<file path="config.mk">
export PLATFORM = sky130hd
export DESIGN_NAME = stopwatch_ctrl_flat
export DESIGN_NICKNAME = d
export VERILOG_FILES = /design/src/rtl/stopwatch_ctrl_if.sv /design/src/rtl/stopwatch_ctrl.sv /design/src/flat_wrapper.sv
export SDC_FILE = /design/constraint.sdc
export NUM_CORES = 1
export LEC_CHECK = 0
export CAP_MARGIN = 10
export CORE_MARGIN = 3
export CORE_UTILIZATION = 65
export CTS_BUF_LIST = sky130_fd_sc_hd__clkbuf_8
export DETAILED_ROUTE_END_ITERATION = 10
export GPL_TIMING_DRIVEN = 1
export PLACE_DENSITY = 0.95
export SKIP_LAST_GASP = 1
export SLEW_MARGIN = 20
export SYNTH_ARGS = -nofsm -noshare
export SYNTH_HDL_FRONTEND = slang
export SYNTH_SLANG_ARGS = --single-unit
</file>
<file path="constraint.sdc">
create_clock -name clk -period 8.1 [get_ports clk]
set_input_delay 2.43 -clock clk [delete_from_list [all_inputs] [get_ports clk]]
set_output_delay 2.43 -clock clk [all_outputs]
set_load 0.01 [all_outputs]
</file>
<file path="src/rtl/stopwatch_ctrl_if.sv">
// stopwatch_ctrl_if: control inputs and display outputs of the stopwatch controller
interface stopwatch_ctrl_if;
  logic [1:0] mode;
  logic [15:0] preset;
  logic start;
  logic clear;
  logic [3:0] dig3;
  logic [3:0] dig2;
  logic [3:0] dig1;
  logic [3:0] dig0;
  logic running;
  logic done;
  logic scan_tick;
  modport master (
    output mode, preset, start, clear,
    input dig3, dig2, dig1, dig0, running, done, scan_tick
  );
  modport slave (
    input mode, preset, start, clear,
    output dig3, dig2, dig1, dig0, running, done, scan_tick
  );
endinterface

</file>
<file path="src/rtl/stopwatch_ctrl.sv">
// stopwatch_ctrl: four-mode SS.hh BCD stopwatch with start/pause/clear FSM and display scan strobe
module stopwatch_ctrl #(
  parameter int TICK_DIV = 1000000,
  parameter int REFRESH_DIV = 100000
) (
  input logic clk,
  input logic rst,
  stopwatch_ctrl_if.slave bus
);
  localparam int PW = $clog2(TICK_DIV + 1);
  localparam int SW = $clog2(REFRESH_DIV + 1);
  localparam logic [PW-1:0] PMAX = PW'(TICK_DIV - 1);
  localparam logic [SW-1:0] SMAX = SW'(REFRESH_DIV - 1);
  typedef enum logic [1:0] {IDLE, RUN, PAUSE, DONE} state_t;
  state_t state, state_n;
  logic [15:0] cnt, cnt_n, tgt, tgt_n, pre_val, start_val, tgt_val, stepped;
  logic up, up_n, tick;
  logic [PW-1:0] pre, pre_n;
  logic [SW-1:0] sc;
  function automatic logic [15:0] sanitize(input logic [15:0] v);
    for (int i = 0; i < 4; i++) if (v[4*i+:4] > 4'd9) v[4*i+:4] = 4'd9;
    return v;
  endfunction
  function automatic logic [15:0] bcd_step(input logic [15:0] v, input logic inc);
    logic c;
    c = 1'b1;
    for (int i = 0; i < 4; i++) begin
      if (c) begin
        if (inc) begin
          c = v[4*i+:4] == 4'd9;
          v[4*i+:4] = c ? 4'd0 : v[4*i+:4] + 4'd1;
        end else begin
          c = v[4*i+:4] == 4'd0;
          v[4*i+:4] = c ? 4'd9 : v[4*i+:4] - 4'd1;
        end
      end
    end
    return v;
  endfunction
  assign bus.dig3 = cnt[15:12];
  assign bus.dig2 = cnt[11:8];
  assign bus.dig1 = cnt[7:4];
  assign bus.dig0 = cnt[3:0];
  // next state, count and prescaler; mode/preset only take effect through IDLE or clear
  always_comb begin
    pre_val = sanitize(bus.preset);
    start_val = bus.mode == 2'b01 ? 16'h9999 : bus.mode == 2'b11 ? pre_val : 16'h0000;
    tgt_val = bus.mode == 2'b00 ? 16'h9999 : bus.mode == 2'b10 ? pre_val : 16'h0000;
    tick = pre == PMAX;
    stepped = bcd_step(cnt, up);
    state_n = state;
    cnt_n = cnt;
    tgt_n = tgt;
    up_n = up;
    pre_n = pre;
    if (bus.clear || state == IDLE) begin
      state_n = IDLE;
      cnt_n = start_val;
      tgt_n = tgt_val;
      up_n = !bus.mode[0];
      pre_n = '0;
      if (!bus.clear && bus.start) state_n = start_val == tgt_val ? DONE : RUN;
    end else begin
      case (state)
        RUN: begin
          pre_n = tick ? '0 : pre + PW'(1);
          cnt_n = tick ? stepped : cnt;
          state_n = (tick && stepped == tgt) ? DONE : bus.start ? PAUSE : RUN;
        end
        PAUSE: state_n = bus.start ? RUN : PAUSE;
        default: state_n = state;
      endcase
    end
  end
  // FSM, count and registered status flags
  always_ff @(posedge clk) begin
    if (rst) begin
      state <= IDLE;
      cnt <= '0;
      tgt <= '0;
      up <= 1'b1;
      pre <= '0;
      bus.running <= 1'b0;
      bus.done <= 1'b0;
    end else begin
      state <= state_n;
      cnt <= cnt_n;
      tgt <= tgt_n;
      up <= up_n;
      pre <= pre_n;
      bus.running <= state_n == RUN;
      bus.done <= state_n == DONE;
    end
  end
  // free-running digit-scan strobe, one cycle every REFRESH_DIV cycles
  always_ff @(posedge clk) begin
    if (rst) begin
      sc <= '0;
      bus.scan_tick <= 1'b0;
    end else begin
      sc <= sc == SMAX ? '0 : sc + SW'(1);
      bus.scan_tick <= sc == SMAX;
    end
  end
endmodule

</file>
<file path="src/flat_wrapper.sv">
// flat-port wrapper written by rule: the top's interface ports become plain ports
module stopwatch_ctrl_flat 
#(
  parameter int TICK_DIV = 1000000,
  parameter int REFRESH_DIV = 100000
)
  (clk, rst, bus_mode, bus_preset, bus_start, bus_clear, bus_dig3, bus_dig2, bus_dig1, bus_dig0, bus_running, bus_done, bus_scan_tick);
  stopwatch_ctrl_if bus_i ();
  input logic clk;
  input logic rst;
  input wire logic [$bits(bus_i.mode)-1:0] bus_mode;
  input wire logic [$bits(bus_i.preset)-1:0] bus_preset;
  input wire logic [$bits(bus_i.start)-1:0] bus_start;
  input wire logic [$bits(bus_i.clear)-1:0] bus_clear;
  output wire logic [$bits(bus_i.dig3)-1:0] bus_dig3;
  output wire logic [$bits(bus_i.dig2)-1:0] bus_dig2;
  output wire logic [$bits(bus_i.dig1)-1:0] bus_dig1;
  output wire logic [$bits(bus_i.dig0)-1:0] bus_dig0;
  output wire logic [$bits(bus_i.running)-1:0] bus_running;
  output wire logic [$bits(bus_i.done)-1:0] bus_done;
  output wire logic [$bits(bus_i.scan_tick)-1:0] bus_scan_tick;
  assign bus_i.mode = bus_mode;
  assign bus_i.preset = bus_preset;
  assign bus_i.start = bus_start;
  assign bus_i.clear = bus_clear;
  assign bus_dig3 = bus_i.dig3;
  assign bus_dig2 = bus_i.dig2;
  assign bus_dig1 = bus_i.dig1;
  assign bus_dig0 = bus_i.dig0;
  assign bus_running = bus_i.running;
  assign bus_done = bus_i.done;
  assign bus_scan_tick = bus_i.scan_tick;
  stopwatch_ctrl #(.TICK_DIV(TICK_DIV), .REFRESH_DIV(REFRESH_DIV)) u_core (.clk(clk), .rst(rst), .bus(bus_i));
endmodule
</file>
; ---- Word level (Yosys, flattened, before mapping)
; Index checks and enable logic that the tools add are counted.
[totals]
reg_bits = 75
[op_classes]
reduce_logical = 16
add_sub_neg = 10
mux = 39
eq_ne = 15
magnitude_cmp = 4
[op_table]
columns = op, count
row1 = 2-to-1 mux 16 bit, 7
row2 = 2-to-1 mux 4 bit, 19
row3 = == test 16 bit, 2
row4 = adder 20 x 1 -> 20 bit (second input constant), 1
row5 = == test 20 bit (second input constant), 1
row6 = 2-to-1 mux 20 bit, 1
row7 = adder 17 x 1 -> 17 bit (second input constant), 1
row8 = == test 17 bit (second input constant), 1
row9 = adder 4 x 1 -> 4 bit (second input constant), 4
row10 = == test 4 bit (second input constant), 4
row11 = greater-than comparator 4 bit (second input constant), 4
row12 = logical NOT 4 bit, 4
row13 = subtractor 4 x 1 -> 4 bit (second input constant), 4
row14 = 2-to-1 mux 2 bit, 6
row15 = == test 2 bit (second input constant), 4
row16 = == test 2 x 1 -> 1 bit (second input constant), 3
row17 = 2-to-1 mux 1 bit, 5
row18 = logical NOT 2 bit, 2
row19 = one-hot mux 2 bit (2 select lines), 1
row20 = nonzero test 2 bit, 2
row21 = OR reduction 2 bit, 2
row22 = logical AND 1 bit, 2
row23 = logical NOT 1 bit, 2
row24 = AND reduction 2 bit, 1
row25 = logical OR 1 bit, 1

; ---- Depth between registers and ports, before layout
[logic_depth]
word_depth = 11
depth_mapped = 12
mapped_depth_nobuf = 10

; ---- Worst setup path after synthesis
; No wires, ideal clock.
[synth_path]
path_type = input to register
from = input port bus_clear
to = register u_core.bus.done
arrival_ns = 3.611
path_buffers = 1
setup_time_ns = 0.075
t_required_ns = 8.025
slack_ns = 4.414
cell_stages = 7
path_cell_list = or2_2 clkbuf_1 a2111oi_0 nand2_1 o21ai_0 nand2b_1 o22ai_1
[synth_via]
elab_chain_len = 5
word_cells_on_any_way = 6
classes_between = eq/ne (1) / mux (2) / reduce/logical (3)
[synth_rtl]
columns = element, line_no
row1 = start: declaration, flat_wrapper.sv:14  ; input wire logic [$bits(bus_i.clear)-1:0] bus_clear;
row2 = logical NOT 1 bit, stopwatch_ctrl.sv:62  ; if (!bus.clear && bus.start) state_n = start_val == tgt_val ? DONE : RUN;
row3 = logical AND 1 bit, stopwatch_ctrl.sv:62
row4 = 2-to-1 mux 2 bit, stopwatch_ctrl.sv:62
row5 = 2-to-1 mux 2 bit (*), stopwatch_ctrl.sv:56  ; if (bus.clear || state == IDLE) begin
row6 = == test 2 bit (*), stopwatch_ctrl.sv:92  ; bus.done <= state_n == DONE;
row7 = end signal: assignment, stopwatch_ctrl.sv:84  ; bus.done <= 1'b0;
row8 = end signal: assignment, stopwatch_ctrl.sv:92
row9 = end: declaration, stopwatch_ctrl_if.sv:20  ; output dig3, dig2, dig1, dig0, running, done, scan_tick
; Every way passes the cells marked *; elsewhere a longest branch is shown, timed or not.
; A chain may end at the register's enable or synchronous reset.

; ---- Worst setup path in the final report
[layout_path]
from = input port bus_clear
to = register u_core.cnt[12]
[layout_via]
elab_chain_len = 3
word_cells_on_any_way = 5
classes_between = mux (1) / reduce/logical (4)
[layout_rtl]
columns = element, line_no
row1 = logical OR 1 bit (*), stopwatch_ctrl.sv:56
row2 = nonzero test 2 bit (no line), n/a
row3 = AND reduction 2 bit (no line), n/a
row4 = end signal: assignment, stopwatch_ctrl.sv:87  ; cnt <= cnt_n;
row5 = end: declaration, stopwatch_ctrl.sv:16  ; logic [15:0] cnt, cnt_n, tgt, tgt_n, pre_val, start_val, tgt_val, stepped;
; Marks and branches as above.

==> results.cfg <==
[sta]
setup_tns_ps = 0
setup_viol = 0
rsz0062_at_grt = no
slew_headroom_pct = 28.8
tightest_slew_ps = 1060
hold_viol_final = 0
fin_crit_sh_pct = 51.8
slew_violations = 0
whs_ps = 487
clock-skew-final_ps = 11.6
min_period_ps = 4190
fmax_mhz = 238

[floorplanning]
dieArea_um2 = 8510
start_util_pct = 69.2
pin_count = 41
die_w_um = 92.2
rows = 30
design.core.area_um2 = 6980
die_y_um = 92.2

[global_route]
busiest_layer = met2
grt_use_total_pct = 31.9
grt_pass1_vias = 4627
grt_start_max_net_pins = 33
grt_pass1_wl_um = 22000
grtUsageMet2_pct = 54.3
overflow = 0
grt_antenna_before_repair = 0
grt_util_met1_pct = 39.7
use_met3_pct = 5.82

[synth]
ys_seq_elements = 75
synth_simple_gate_area_share_pct = 30.5
ys_seq_area_share_pct = 31.1
syn_area_per_cell_um2 = 7.78
async_reset_ff_share_pct = 0
synth_top_area_cell = dfxtp_1
ys_types = 64
synth-edff-count = 0
syn_area_um2 = 4830
syn_nets = 660
synth_top_family_by_area = simple AND/OR/NAND/NOR gates
syn-instance-count = 621
synth_most_common_cell = nor2_1
synth_top_area_share_pct = 31.1
synth_xor_xnor_area_share_pct = 8.34
yosys_most_used_dff = dfxtp_1
synth_mux_area_share_pct = 2.25
yosys_warnings = 0
synth-compound-area-share_pct = 19.0
synth.area.top_cells = dfxtp_1 31%, nor2_1 6.6%, xor2_1 5.3%
yosys-top-cells-count = 85 x nor2_1, 75 x dfxtp_1, 52 x nand2_1, 36 x a21oi_1, 32 x o21ai_0
synth_fa_ha_area_share_pct = 4.40

[setup_path]
endpoint = u_core.cnt[12]
worst_r2r_path_depth = 10
cp_max_fo = 32
critPathKind = in -> reg
crit_arrival_ps = 4390
regToRegSetupSlack_ps = 4430
timing.critical_path.from = bus_clear
critical_path_required_ps = 8290
start_kind = primary input
r2r-end = u_core.state[1]
r2r_start = u_core.cnt[0]
endpoint_kind = register

[clock_tree]
cts-root-buf = clkbuf_8
insertion_delay_ps = 360
cts_tree = built
htreeDepth = 3
clock_path_buffers = 2
cts-resized-gates = 0
postCtsHoldBufs = 0
cts.clk_slew.worst_paths_ps = 70
post_cts_buffers = 0
cts_sinks = 75
cts-buffers-inserted = 9

[placed_design]
port-buffer-count = 40
dp_hpwl_um = 9370
gp_congestion = 0.886
dp_cells = 729

[routing]
drc = 0
detail_route.first_pass.iterations = 6
first_iter_violations = 713
vias = 4967
wl_um = 13600
wl_per_cell_um = 18.2
via_per_inst = 6.68
ant_nets = 0

[finish]
finalNetCount = 683
instances_no_fill = 744
drive_above_1_share_pct = 5.71
syn2layout_area_growth_pct = 14.1
antenna_cells = 0

[worst_hold_path]
holdCritPathClass = reg -> reg
min_path_cells = 2

[flow_run]
drv_cap = 0

[power_and_ir_drop]
peakVddDrop_uv = 132
p_leak_nw = 1.93
powerDensity_nw_per_um2 = 166

[run_status]
status = completed
cell families (layout without fill, tap and decap cells):
group | count (synthesis) | in the layout
xor gates and xnor gates | 46 | 46
buffers and inverters | 53 | 80
muxes | 7 | 7
DFF | 75 | 75
adders and majority gates | 17 | 17
AOI/OAI and AO/OA | 138 | 138
and+or+nand+nor | 285 | 285
power breakdown:
group	internal [mW]	switching (mW)	leakage, nW
Clock	0.242	0.136	0.132
Combinational	0.0639	0.0781	1.19
Sequential	0.378	0.0205	0.609
Total	0.684	0.234	1.93
cells in the final DEF (no fill, tap or decap), types with 16 or more instances in the layout:
master	count
ha_1	17
nand3_1	23
nand4_1	16
nand2_1	52
nor2_1	84
xnor2_1	17
a21oi_1	36
o21ai_0	32
dfxtp_1	74
xor2_1	29
clkdlybuf4s50_1	40
inv_1	23
nor3_1	18
registers in the layout, summed over array words and instances (netlist names), named ones only:
name,flops
u_core.bus.done,1
u_core.pre,20
u_core.tgt,16
u_core.sc,17
u_core.up,1
u_core.bus.running,1
u_core.cnt,16
u_core.state,1
u_core.bus.scan_tick,1
worst max-delay path: stages:
cell	delay [ps]
clkdlybuf4s50_1	500
nor2_2	40
buf_4	230
o31ai_2	300
o31a_1	310
nor2_1	60
a2111oi_0	500
per-layer routing:
| layer | routed length [um] | vias to the layer above |
|---|---|---|
| li1 | - | 2268 |
| met1 | 5290 | 2321 |
| met2 | 6610 | 316 |
| met3 | 1170 | 62 |
| met4 | 493 | 0 |
| met5 | 0 | - |
layout make-up:
cell class                      instances  area [um^2]
Multi-Input combinational cell        493         3130
Sequential cell                        75         1500
Fill cell                             473         1470
Timing Repair Buffer                   42          415
Clock buffer                           10          138
Clock inverter                          5          125
Tap cell                               96          120
Inverter                               23         86.3
metrics by stage:
stage                     power [mW]  cell area, um^2  setup slack [ps]  util, %
final                          0.918             5510              3910     79.0
after global routing           0.947             5510              3780     79.0
after CTS                      0.912             5510              3930     78.9
after detailed placement       0.542             5250              3580     75.2
after global placement         0.536             5250              3730     75.2
after floorplan                0.495             4830              4410        -
worst min-delay path by stage:
stage | start | endpoint | slack (ps)
2_1_floorplan | u_core.tgt[1] | u_core.tgt[1] | 440
3_3_place_gp | u_core.tgt[2] | u_core.tgt[2] | 460
3_5_place_dp | u_core.tgt[2] | u_core.tgt[2] | 470
4_1_cts | u_core.tgt[2] | u_core.tgt[2] | 480
5_1_grt | u_core.pre[19] | u_core.pre[19] | 520
6_report | u_core.pre[19] | u_core.pre[19] | 490
Note: power is estimated with default switching activity, not from simulation.
